$ cat src/rtl/sqrt_host_seq_if.sv
// Handshake bundle between the square-root host sequencer and its neighbours:
// operand stream in, result stream out, and the Start/Done link to the sqrt unit.
interface sqrt_host_seq_if #(
    parameter int W  = 8,
    parameter int RW = 4
);
    logic          in_valid;
    logic          in_ready;
    logic [W-1:0]  in_data;
    logic          out_valid;
    logic          out_ready;
    logic [RW-1:0] out_data;
    logic          out_err;
    logic          sq_start;
    logic [W-1:0]  sq_operand;
    logic          sq_done;
    logic [RW-1:0] sq_result;

    // The sequencer itself sits on the master side.
    modport master (
        input  in_valid, in_data, out_ready, sq_done, sq_result,
        output in_ready, out_valid, out_data, out_err, sq_start, sq_operand
    );

    modport slave (
        output in_valid, in_data, out_ready, sq_done, sq_result,
        input  in_ready, out_valid, out_data, out_err, sq_start, sq_operand
    );
endinterface

$ cat src/rtl/sqrt_host_seq.sv
// Host-side initiator for the square-root unit: buffers operands in a small FIFO,
// runs one Start/Done exchange at a time and presents each root (or a timeout error).
module sqrt_host_seq #(
    parameter int W       = 8,
    parameter int RW      = 4,
    parameter int DEPTH   = 4,
    parameter int TIMEOUT = 64
) (
    input  logic            clk,
    input  logic            CLR,
    sqrt_host_seq_if.master bus,
    output logic            busy,
    output logic [7:0]      ops_count
);
    localparam int AW = (DEPTH > 1) ? $clog2(DEPTH) : 1;
    localparam int CW = $clog2(DEPTH + 1);
    localparam int TW = $clog2(TIMEOUT);

    typedef enum logic [2:0] {IDLE, LAUNCH, MASK, WAIT, HOLD} state_t;

    state_t        state_q, state_d;
    logic [W-1:0]  mem_q [DEPTH];
    logic [AW-1:0] wptr_q, wptr_d, rptr_q, rptr_d;
    logic [CW-1:0] count_q, count_d;
    logic          full_q, full_d;
    logic [W-1:0]  operand_q, operand_d;
    logic          out_valid_q, out_valid_d;
    logic [RW-1:0] out_data_q, out_data_d;
    logic          out_err_q, out_err_d;
    logic [TW-1:0] wait_q, wait_d;
    logic [7:0]    ops_q, ops_d;
    logic          push, pop;

    // in_ready comes straight off the registered full flag, so a full FIFO
    // refuses a push even in the cycle it is being popped.
    assign push = bus.in_valid & ~full_q;

    always_comb begin
        state_d     = state_q;
        operand_d   = operand_q;
        out_valid_d = out_valid_q;
        out_data_d  = out_data_q;
        out_err_d   = out_err_q;
        wait_d      = wait_q;
        ops_d       = ops_q;
        pop         = 1'b0;

        case (state_q)
            IDLE: begin
                if ((count_q != '0) && !out_valid_q) begin
                    operand_d = mem_q[rptr_q];
                    pop       = 1'b1;
                    state_d   = LAUNCH;
                end
            end
            LAUNCH: state_d = MASK;
            MASK: begin
                // Done may still be high from the previous operation; ignore it here.
                wait_d  = '0;
                state_d = WAIT;
            end
            WAIT: begin
                if (bus.sq_done) begin
                    out_data_d  = bus.sq_result;
                    out_err_d   = 1'b0;
                    out_valid_d = 1'b1;
                    state_d     = HOLD;
                end else if (wait_q == TW'(TIMEOUT - 1)) begin
                    out_data_d  = '0;
                    out_err_d   = 1'b1;
                    out_valid_d = 1'b1;
                    state_d     = HOLD;
                end else begin
                    wait_d = wait_q + 1'b1;
                end
            end
            HOLD: begin
                if (out_valid_q && bus.out_ready) begin
                    out_valid_d = 1'b0;
                    ops_d       = ops_q + 8'd1;
                    state_d     = IDLE;
                end
            end
            default: state_d = IDLE;
        endcase
    end

    always_comb begin
        wptr_d  = push ? wptr_q + 1'b1 : wptr_q;
        rptr_d  = pop ? rptr_q + 1'b1 : rptr_q;
        count_d = count_q;
        case ({push, pop})
            2'b10:   count_d = count_q + 1'b1;
            2'b01:   count_d = count_q - 1'b1;
            default: count_d = count_q;
        endcase
        full_d = (count_d == CW'(DEPTH));
    end

    always_ff @(posedge clk) begin
        if (CLR) begin
            state_q     <= IDLE;
            wptr_q      <= '0;
            rptr_q      <= '0;
            count_q     <= '0;
            full_q      <= 1'b0;
            operand_q   <= '0;
            out_valid_q <= 1'b0;
            out_data_q  <= '0;
            out_err_q   <= 1'b0;
            wait_q      <= '0;
            ops_q       <= '0;
        end else begin
            state_q     <= state_d;
            wptr_q      <= wptr_d;
            rptr_q      <= rptr_d;
            count_q     <= count_d;
            full_q      <= full_d;
            operand_q   <= operand_d;
            out_valid_q <= out_valid_d;
            out_data_q  <= out_data_d;
            out_err_q   <= out_err_d;
            wait_q      <= wait_d;
            ops_q       <= ops_d;
        end
    end

    always_ff @(posedge clk) begin
        if (push) begin
            mem_q[wptr_q] <= bus.in_data;
        end
    end

    assign bus.in_ready   = ~full_q;
    assign bus.out_valid  = out_valid_q;
    assign bus.out_data   = out_data_q;
    assign bus.out_err    = out_err_q;
    assign bus.sq_start   = (state_q == LAUNCH);
    assign bus.sq_operand = operand_q;
    assign busy           = (state_q != IDLE) || (count_q != '0);
    assign ops_count      = ops_q;
endmodule

$ cat src/flat_wrapper.sv
// flat-port wrapper written by rule: the top's interface ports become plain ports
module sqrt_host_seq_flat 
#(
    parameter int W       = 8,
    parameter int RW      = 4,
    parameter int DEPTH   = 4,
    parameter int TIMEOUT = 64
)
  (clk, CLR, busy, ops_count, bus_in_valid, bus_in_data, bus_out_ready, bus_sq_done, bus_sq_result, bus_in_ready, bus_out_valid, bus_out_data, bus_out_err, bus_sq_start, bus_sq_operand);
  sqrt_host_seq_if #(.W(W), .RW(RW)) bus_i ();
  input  logic clk;
  input  logic CLR;
  output logic busy;
  output logic [7:0] ops_count;
  input wire logic [$bits(bus_i.in_valid)-1:0] bus_in_valid;
  input wire logic [$bits(bus_i.in_data)-1:0] bus_in_data;
  input wire logic [$bits(bus_i.out_ready)-1:0] bus_out_ready;
  input wire logic [$bits(bus_i.sq_done)-1:0] bus_sq_done;
  input wire logic [$bits(bus_i.sq_result)-1:0] bus_sq_result;
  output wire logic [$bits(bus_i.in_ready)-1:0] bus_in_ready;
  output wire logic [$bits(bus_i.out_valid)-1:0] bus_out_valid;
  output wire logic [$bits(bus_i.out_data)-1:0] bus_out_data;
  output wire logic [$bits(bus_i.out_err)-1:0] bus_out_err;
  output wire logic [$bits(bus_i.sq_start)-1:0] bus_sq_start;
  output wire logic [$bits(bus_i.sq_operand)-1:0] bus_sq_operand;
  assign bus_i.in_valid = bus_in_valid;
  assign bus_i.in_data = bus_in_data;
  assign bus_i.out_ready = bus_out_ready;
  assign bus_i.sq_done = bus_sq_done;
  assign bus_i.sq_result = bus_sq_result;
  assign bus_in_ready = bus_i.in_ready;
  assign bus_out_valid = bus_i.out_valid;
  assign bus_out_data = bus_i.out_data;
  assign bus_out_err = bus_i.out_err;
  assign bus_sq_start = bus_i.sq_start;
  assign bus_sq_operand = bus_i.sq_operand;
  sqrt_host_seq #(.W(W), .RW(RW), .DEPTH(DEPTH), .TIMEOUT(TIMEOUT)) u_core (.clk(clk), .CLR(CLR), .bus(bus_i), .busy(busy), .ops_count(ops_count));
endmodule
$ cat config.mk
export PLATFORM = sky130hd
export DESIGN_NAME = sqrt_host_seq_flat
export DESIGN_NICKNAME = d
export VERILOG_FILES = /design/src/rtl/sqrt_host_seq_if.sv /design/src/rtl/sqrt_host_seq.sv /design/src/flat_wrapper.sv
export SDC_FILE = /design/constraint.sdc
export NUM_CORES = 1
export LEC_CHECK = 0
export CAP_MARGIN = 20
export CORE_ASPECT_RATIO = 0.9
export CORE_MARGIN = 2
export CORE_UTILIZATION = 50
export CTS_CLUSTER_DIAMETER = 30
export DETAILED_ROUTE_END_ITERATION = 7
export PLACE_DENSITY = 0.73
export SYNTH_ARGS = -nofsm -noshare
export SYNTH_HDL_FRONTEND = slang
export SYNTH_SLANG_ARGS = --single-unit
$ cat constraint.sdc
create_clock -name clk -period 3.2 [get_ports clk]
set_input_delay 0.64 -clock clk [delete_from_list [all_inputs] [get_ports clk]]
set_output_delay 0.64 -clock clk [all_outputs]
set_load 0.02 [all_outputs]
==> flow_metrics.py, run 1 <==
metrics = {
    "outcome": {
        "status": "finished, final reports clean",
    },
    "timing": {
        "fin_crit_sh": 0.787,
        "period_minus_slack_ns": 2.52,
        "worst_slew_pin_slew_ns": 0.721,
        "report.final.slew_viol_count": 0,
        "relSlewSlack": 0.517,
        "clock.fmax_mhz": 397,
        "hold_viol_final": 0,
        "setup_ws_ns": 0.681,
        "grt_setup_unrepaired": "false",
        "setup_viol": 0,
        "hold_slack_ns": 0.480,
        "clock_skew_ns": 0.00600,
        "fin_tns_setup_ns": 0,
    },
    "floorplanning": {
        "dieArea_um2": 6600,
        "design.core.area_um2": 5730,
        "io_pins": 42,
        "die-width_um": 85.4,
        "row_count": 26,
        "start_util": 0.521,
        "die_y_um": 77.3,
    },
    "setup_path": {
        "endpoint_kind": "output port",
        "cp_max_fo": 4,
        "critical_path_arrival_ns": 1.88,
        "required_ns": 2.56,
        "critPathLaunchType": "flip-flop",
        "crit_type": "flip-flop to output port",
    },
    "detailed_routing": {
        "drt-total-wl_um": 5100,
        "drc": 0,
        "dr.pass1.iters": 4,
        "vias": 1962,
        "drt_iter0_drc": 153,
        "routedWlPerCell_um": 13.9,
        "vias_per_cell": 5.35,
        "antenna_left": 0,
    },
    "power": {
        "ir_drop_uv": 466,
        "power_density_nw_per_um2": 749,
        "p_leak_nw": 1.25,
    },
    "global_routing": {
        "grt_pass1_wl_um": 8880,
        "grt_max_degree": 40,
        "grt_pass1_vias": 1932,
        "antenna_found_initial": 0,
        "track_usage": 0.175,
        "grt_overflow": 0,
    },
    "cts": {
        "ctsResizeCount": 0,
        "clock_latency_ns": 0.34,
        "postCtsHoldBufs": 0,
        "cts_root_buffer": "clkbuf_8",
        "cts.reportedPaths.clkPinSlew_ns": 0.08,
        "cts_setup_buffers": 0,
        "cts_max_path_buffers": 2,
        "cts_made_buffers": 9,
        "cts_sinks": 71,
        "cts_max_level": 3,
        "cts_tree": "done",
    },
    "logic_synthesis": {
        "synth_warnings": 0,
        "ys.flop_type": "dfxtp_1",
        "synth.largest_area_cell": "edfxtp_1",
        "synth-seq-cells": 71,
        "synthCells": 249,
        "yosys-top-cells-area": "edfxtp_1 (32%), dfxtp_1 (26%), mux4_2 (6.0%)",
        "ys_async_sr_fraction": 0,
        "netlist.area_leader.share": 0.322,
        "synth-edff-count": 32,
        "synth_nets": 274,
        "syn_area_um2": 2980,
        "seq_area_frac_synth": 0.584,
        "synth_cell_types": 41,
        "synth_area_per_cell_um2": 12.0,
    },
    "placed_design": {
        "dp_slack_ns": 0.731,
        "dp_hpwl_um": 3510,
        "gp_congestion": 0.755,
        "dp.cells": 351,
        "port_buffers": 41,
    },
    "finish": {
        "antenna_cells": 0,
        "syn_to_final_growth_pct": 22.5,
        "stdcell_count": 367,
        "drive_gt1_frac": 0.114,
        "nets": 317,
    },
    "job": {
        "max-cap-violations": 0,
    },
    "worst_hold_path": {
        "hp-class": "flip-flop to flip-flop",
    },
}
==> logic make-up (layout without fill, tap and decap cells) <==
kind of cell / count (synthesis) / count (layout) / share of synthesized area
AND/OR/NAND/NOR: 90 / 90 / 0.166
flip-flops: 71 / 71 / 0.584
AO/OA/AOI/OAI: 28 / 28 / 0.0525
buffers and inverters: 22 / 70 / 0.0327
multiplexers: 17 / 17 / 0.0906
XOR/XNOR: 13 / 13 / 0.0382
adder cells (fa/ha/maj): 8 / 8 / 0.0361
==> sequential cells by signal, indices dropped and copies added (netlist names), 2 cells and up <==
register / count
u_core.wait_q: 6
u_core.wptr_q: 2
u_core.ops_count: 8
u_core.mem_q: 32
u_core.rptr_q: 2
u_core.bus.sq_operand: 8
u_core.bus.out_data: 4
u_core.state_q: 3
u_core.count_q: 3
==> final cells by class <==
type                    count  area (um2)
flip-flops and latches     71        1740
fillers                   441        2070
clock inverters             7        81.3
clock buffers               9         124
multi-input cells         156        1150
well taps                  70        87.6
inverters                  10        37.5
repair buffers             44         433
==> per-stage QoR <==
step                power [mW]  utilization  cell area, um2
floorplan                 1.78            -            2980
global placement          2.03        0.602            3450
detailed placement        2.05        0.602            3450
CTS                       2.77        0.638            3650
global route              2.90        0.638            3650
finish                    2.74        0.638            3650
==> Yosys cell counts (2+ instances only) <==
| cell type | n |
|---|---|
| dfxtp_1 | 39 |
| edfxtp_1 | 32 |
| nor2_1 | 31 |
| nand2_1 | 15 |
| a21oi_1 | 12 |
| xnor2_1 | 11 |
| inv_1 | 10 |
| mux2i_1 | 9 |
| o21ai_0 | 9 |
| mux4_2 | 8 |
| clkbuf_1 | 7 |
| ha_1 | 7 |
| nor3_1 | 7 |
| nand3_1 | 5 |
| nor2b_1 | 5 |
| and2_1 | 4 |
| buf_2 | 3 |
| nand4_1 | 3 |
| or4_1 | 3 |
| a211oi_1 | 2 |
| and3_1 | 2 |
| nand3b_1 | 2 |
| nor3b_1 | 2 |
| nor4_2 | 2 |
| nor4_4 | 2 |
| xor2_1 | 2 |
==> cells in the final DEF (no fill, tap or decap), types with 2 or more instances in the layout <==
master            n
clkdlybuf4s50_1  41
dfxtp_1          39
edfxtp_1         32
nor2_1           31
nand2_1          15
a21oi_1          12
xnor2_1          11
inv_1            10
mux2i_1           9
o21ai_0           9
clkbuf_8          9
mux4_2            8
ha_1              7
nor3_1            6
nor2b_1           5
nand3_1           5
and2_1            4
or4_1             3
nand4_1           3
clkinv_4          3
buf_4             3
nor3b_1           2
nand3b_1          2
and3_1            2
nor4_4            2
nor4_2            2
xor2_1            2
a211oi_1          2
inv_6             2
==> worst max-delay path, stage by stage, from the launching register on <==
cell and delay [ns]:
dfxtp_1 0.36, nor3_1 0.44, nand3b_1 0.17, clkdlybuf4s50_1 0.57
==> worst paths after layout <==
path	cells past startpoint	slack (ns)	from	to
worst max-delay path	3	0.68	u_core.count_q[0]$_SDFF_PP0_	busy
worst min register to register	2	0.48	u_core.bus.out_data[3]$_SDFFE_PP0P_	u_core.bus.out_data[3]$_SDFFE_PP0P_
worst max register to register	9	0.89	u_core.state_q[0]$_SDFFE_PP0P_	u_core.full_q$_SDFF_PP0_
worst min-delay path	2	0.48	u_core.bus.out_data[3]$_SDFFE_PP0P_	u_core.bus.out_data[3]$_SDFFE_PP0P_
==> power by group <==
part | switching, mW | internal [mW] | total (mW)
sequential | 0.116 | 1.09 | 1.20
clock | 0.349 | 0.369 | 0.718
combinational | 0.406 | 0.409 | 0.815
==> metal layers <==
metal | up-vias | global-route usage | part of all wire | routed length, um
met5 | - | 0 | 0 | 0
met4 | 0 | 0.0556 | 0.011 | 55
met3 | 8 | 0.0667 | 0.047 | 242
met2 | 32 | 0.274 | 0.49 | 2490
met1 | 950 | 0.225 | 0.45 | 2310
li1 | 972 | - | - | -
No activity file was read; power rests on OpenSTA's default activity.
==> run 2, diff against run 1 <==
clock period = 2.65 ns   (was 3.2 ns; I/O delays follow)
==> run 2 against run 1 <==
Utilization grew 0.22 points. Wire length shrank 0.29%. Total power grew 21%. First-iteration DRC count shrank 22%. Global-route usage shrank 0.47 points. Combinational power grew 25%. Final cell count grew 0.54%. Largest cell class unchanged. Clock skew grew 0.0011 ns. Highest routed layer unchanged. Flip-flop and latch count is the same. Clock power grew 20%. Worst setup slack lost 0.43 ns.
==> flow_metrics.py, run 2 (synthesis results as in run 1) <==
metrics = {
    "global_routing": {
        "grt_max_degree": 40,
        "antenna_found_initial": 0,
        "grt_overflow": 0,
        "grt_util_met2": 0.254,
        "grt_pass1_vias": 1797,
        "track_usage": 0.170,
        "grt_most_used_layer": "met2",
        "grt_use_met1": 0.230,
        "met3_usage": 0.0710,
        "grt_pass1_wl_um": 8600,
    },
    "finish": {
        "n_fill_cell": 456,
        "syn_to_final_growth_pct": 22.9,
        "top_register": "u_core.mem_q",
        "largest_reg_flops": 32,
        "final_common_cell": "clkdlybuf4s50_1",
        "nets": 319,
        "antenna_cells": 0,
        "drive_gt1_frac": 0.120,
        "layout_common_cells": "clkdlybuf4s50_1 (41), dfxtp_1 (39), edfxtp_1 (32)",
    },
    "cts": {
        "cts_setup_buffers": 0,
        "cts_root_buffer": "clkbuf_8",
        "cts_max_level": 3,
        "cts.reportedPaths.clkPinSlew_ns": 0.08,
        "cts_made_buffers": 9,
        "cts_max_path_buffers": 2,
        "ctsResizeCount": 0,
        "postCtsHoldBufs": 0,
        "cts_tree": "done",
        "cts_sinks": 71,
        "clock_latency_ns": 0.34,
    },
    "setup_path": {
        "crit_type": "flip-flop to output port",
        "required_ns": 2.12,
        "cp_max_fo": 4,
        "critPathLaunchType": "flip-flop",
        "cp_num_buf_inv": 1,
        "endpoint_kind": "output port",
        "cpMaxStageDelayCell": "clkdlybuf4s50_1",
        "critical_path_arrival_ns": 1.87,
        "cpPeakStageDelay_ns": 0.57,
        "worstPathCellList": "nor3_1, nand3b_1, clkdlybuf4s50_1",
        "cp_top_family": "simple AND/OR/NAND/NOR gates",
    },
    "floorplanning": {
        "die_y_um": 77.3,
        "design.core.area_um2": 5730,
        "dieArea_um2": 6600,
        "row_count": 26,
        "io_pins": 42,
        "start_util": 0.521,
        "die-width_um": 85.4,
    },
    "timing": {
        "relSlewSlack": 0.579,
        "report.final.slew_viol_count": 0,
        "fin_tns_setup_ns": 0,
        "period_minus_slack_ns": 2.40,
        "fin_crit_sh": 0.904,
        "setup_ws_ns": 0.255,
        "hold_slack_ns": 0.476,
        "setup_viol": 0,
        "worst_slew_pin_slew_ns": 0.631,
        "clock_skew_ns": 0.00709,
        "hold_viol_final": 0,
        "clock.fmax_mhz": 417,
        "grt_setup_unrepaired": "false",
    },
    "power": {
        "ir_drop_uv": 556,
        "power_density_nw_per_um2": 905,
        "fin_total_pwr_mw": 3.32,
        "p_leak_nw": 1.25,
    },
    "worst_hold_path": {
        "hp-class": "flip-flop to flip-flop",
    },
    "detailed_routing": {
        "vias_per_cell": 5.25,
        "drc": 0,
        "drt-total-wl_um": 5090,
        "drt_iter0_drc": 119,
        "antenna_left": 0,
        "routedWlPerCell_um": 13.8,
        "vias": 1937,
        "dr.pass1.iters": 4,
    },
    "outcome": {
        "status": "finished, final reports clean",
    },
    "placed_design": {
        "dp_hpwl_um": 3400,
        "gp_congestion": 0.753,
        "port_buffers": 41,
        "dp_slack_ns": 0.310,
    },
    "job": {
        "max-cap-violations": 0,
    },
}
## run 2: area by class of cell
type	count	area (um2)	area share
Sequential cell	71	1740	0.475
Multi-Input combinational cell	156	1150	0.313
Timing Repair Buffer	46	448	0.122
Clock buffer	9	124	0.0338
Tap cell	70	87.6	0.0239
Clock inverter	7	78.8	0.0215
Inverter	10	37.5	0.0102
## run 2: worst paths after layout
path,start,to,slack [ns],cells past startpoint
max reg2reg,u_core.state_q[1]$_SDFFE_PP0P_,u_core.full_q$_SDFF_PP0_,0.40,9
min,u_core.bus.out_data[3]$_SDFFE_PP0P_,u_core.bus.out_data[3]$_SDFFE_PP0P_,0.48,2
min reg2reg,u_core.bus.out_data[3]$_SDFFE_PP0P_,u_core.bus.out_data[3]$_SDFFE_PP0P_,0.48,2
max,u_core.count_q[0]$_SDFF_PP0_,busy,0.25,3
## run 2: worst min-delay path: stages, from the launching register on
cell,delay (ns)
dfxtp_1,0.31
o21ai_0,0.07
a21oi_1,0.06
## run 2: report_power, final
group	leakage, nW	total (mW)	switching (mW)	internal [mW]
Sequential	0.611	1.44	0.124	1.31
Clock	0.0929	0.863	0.419	0.444
Combinational	0.549	1.02	0.512	0.505
## run 2: metal layers
layer / vias to the layer above / share of wire / wire [um]
li1: 976 / - / -
met1: 918 / 0.48 / 2440
met2: 36 / 0.47 / 2390
met3: 7 / 0.037 / 190
met4: 0 / 0.012 / 62
met5: - / 0 / 0
## run 2: metrics by stage
stage,util,area (um2),cells
floorplan,-,2980,249
detailed placement,0.605,3460,353
global placement,0.605,3460,353
CTS,0.640,3660,369
global route,0.640,3660,369
finish,0.640,3660,369
==> run 3, diff against run 2 <==
==> constraint.sdc (replaced) <==
create_clock -name clk -period 2.3 [get_ports clk]
set_input_delay 0.575 -clock clk [delete_from_list [all_inputs] [get_ports clk]]
set_output_delay 0.575 -clock clk [all_outputs]
set_load 0.02 [all_outputs]
==> run 3 against run 2 <==
Final area grew 2.2%. Global-route usage grew 1.2 points. Clock skew is essentially flat. Die area is the same. Non-clock buffer count grew 10. Worst setup slack lost 0.14 ns. Utilization grew 1.4 points. First-iteration DRC count shrank 20%. Worst hold slack lost 0.0025 ns. Total power grew 16%. Critical endpoint is now u_core.full_q$_SDFF_PP0_. Clock-buffer cell count grew 6.
==> flow_metrics.py, run 3 (synthesis results as in run 1) <==
metrics = {
    "cts": {
        "cts_max_level": 3,
        "postCtsHoldBufs": 0,
        "cts_max_path_buffers": 2,
        "cts_tree": "done",
        "cts.reportedPaths.clkPinSlew_ns": 0.07,
        "clock_latency_ns": 0.34,
        "cts_made_buffers": 9,
        "cts_root_buffer": "clkbuf_8",
        "cts_sinks": 71,
        "cts_setup_buffers": 0,
    },
    "power": {
        "combPwrFrac": 0.345,
        "ir_drop_uv": 897,
        "p_leak_nw": 1.32,
        "seqPwrFrac": 0.421,
        "p_int_mw": 2.64,
        "fin_total_pwr_mw": 3.84,
        "power_switching_mw": 1.20,
        "power_density_nw_per_um2": 1030,
        "clkPwrFrac": 0.234,
        "netSwitchingFraction": 0.312,
    },
    "finish": {
        "n_fill_cell": 452,
        "layout_common_cells": "clkdlybuf4s50_1 (39), dfxtp_1 (39), edfxtp_1 (32)",
        "top_register": "u_core.mem_q",
        "largest_reg_flops": 32,
        "utilization": 0.654,
        "multiInputGateArea_um2": 1170,
        "postLayoutCellArea_um2": 3740,
        "antenna_cells": 0,
        "syn_to_final_growth_pct": 25.6,
        "nets": 329,
        "layout.area.seq_um2": 1740,
        "drive_gt1_frac": 0.146,
    },
    "global_routing": {
        "grt_max_degree": 18,
        "antenna_found_initial": 0,
        "track_usage": 0.183,
        "grt_pass1_wl_um": 9160,
        "grt_pass1_vias": 1855,
        "grt_overflow": 0,
    },
    "setup_path": {
        "r2r_cells": 9,
        "r2r-start": "u_core.state_q[0]$_SDFFE_PP0P_",
        "r2r-end": "u_core.full_q$_SDFF_PP0_",
        "crit_start": "u_core.state_q[0]$_SDFFE_PP0P_",
        "reg2reg_slack_ns": 0.12,
        "worstPathCellList": "or3_1, nor3_4, ha_4, inv_1, fa_1, xor2_1, nor2_1, xnor2_1, nor3_1",
        "cpMaxStageDelayCell": "or3_1",
        "required_ns": 2.53,
        "cp_max_fo": 2,
        "critPathLaunchType": "flip-flop",
        "critical_path_arrival_ns": 2.41,
        "crit_type": "flip-flop to flip-flop",
        "endpoint_kind": "flip-flop",
        "cpPeakStageDelay_ns": 0.44,
    },
    "timing": {
        "grt_setup_unrepaired": "false",
        "period_minus_slack_ns": 2.18,
        "clock.fmax_mhz": 458,
        "worst_slew_pin_slew_ns": 0.477,
        "setup_viol": 0,
        "relSlewSlack": 0.681,
        "fin_crit_sh": 0.950,
        "clock_skew_ns": 0.00739,
        "hold_viol_final": 0,
        "report.final.slew_viol_count": 0,
    },
    "placed_design": {
        "placed_area_um2": 3550,
        "dp_hpwl_um": 3730,
        "port_buffers": 41,
        "gp_congestion": 0.754,
    },
    "outcome": {
        "status": "finished, final reports clean",
    },
    "detailed_routing": {
        "vias_per_cell": 5.29,
        "dr.pass1.iters": 4,
        "antenna_left": 0,
        "drt_iter0_drc": 95,
        "vias": 2006,
        "routedWlPerCell_um": 14.3,
        "drt-total-wl_um": 5420,
        "drc": 0,
    },
    "floorplanning": {
        "die_y_um": 77.3,
        "start_util": 0.521,
        "design.core.area_um2": 5730,
        "row_count": 26,
        "die-width_um": 85.4,
        "io_pins": 42,
        "dieArea_um2": 6600,
    },
    "worst_hold_path": {
        "hold_start": "u_core.bus.out_data[2]$_SDFFE_PP0P_",
        "hold_depth": 2,
        "hp-class": "flip-flop to flip-flop",
        "worstHoldEndpoint": "u_core.bus.out_data[2]$_SDFFE_PP0P_",
    },
    "job": {
        "max-cap-violations": 0,
    },
}
-- run 3: cell types whose count changed in the layout (fill, tap and decap cells not counted), moves of 2 or more --
cell,before,now
buf_4,5,15
clkbuf_1,0,3
clkbuf_8,9,12
clkdlybuf4s50_1,41,39
clkinvlp_4,3,0
inv_6,3,0
-- run 3: worst max path at each step --
stage	end	depth (start not counted)	slack [ns]
6_report	u_core.full_q$_SDFF_PP0_	9	0.12
3_3_place_gp	u_core.full_q$_SDFF_PP0_	10	0.002
3_5_place_dp	u_core.full_q$_SDFF_PP0_	10	-0.07
5_1_grt	busy	4	0.02
2_1_floorplan	u_core.full_q$_SDFF_PP0_	11	0.003
4_1_cts	bus_sq_start	3	0.02
-- run 3: power by group through the flow --
stage               Sequential (mW)  Combinational, mW  Clock (mW)
finish                         1.62               1.33       0.899
global route                   1.64               1.46       0.991
floorplan                      1.69              0.821           0
detailed placement             1.64               1.33           0
CTS                            1.62               1.33       0.931
global placement               1.64               1.29           0
-- run 3: worst max-delay path: cells and delay by family, from the launching register on --
kind                       cells  cell delay (ns)
xor gates and xnor gates       2             0.31
and+or+nand+nor                4             0.86
buffers and inverters          1             0.04
DFF                            1             0.31
adders and majority gates      2             0.54
-- run 3: area by class of cell --
type / instances / share of cell area
Sequential cell: 71 / 0.465
Multi-Input combinational cell: 156 / 0.313
Timing Repair Buffer: 56 / 0.140
Clock buffer: 15 / 0.0471
Tap cell: 70 / 0.0234
Inverter: 10 / 0.0100
Clock inverter: 1 / 0.00134
-- run 3: timing repair --
item / in CTS / in global routing
endpoints found under the hold margin: 0 / 0
resized for setup: 2 / 2
setup endpoints to repair: 1 / 2
pin swaps: 0 / 0
-- run 3: routing by layer --
metal,wire [um],GRT usage
met5,0,0
met4,29,0.0587
met3,239,0.0657
met2,2690,0.276
met1,2460,0.245
-- run 3: stage by stage --
stage / TNS (ns) / worst slack [ns] / std cells / hold slack [ns]
2_1_floorplan: 0 / 0.00254 / 249 / 0.449
3_3_place_gp: 0 / 0.00222 / 363 / 0.457
3_5_place_dp: -0.131 / -0.0745 / 363 / 0.472
4_1_cts: 0 / 0.0224 / 379 / 0.484
5_1_grt: 0 / 0.0179 / 379 / 0.509
6_report: 0 / 0.115 / 379 / 0.474
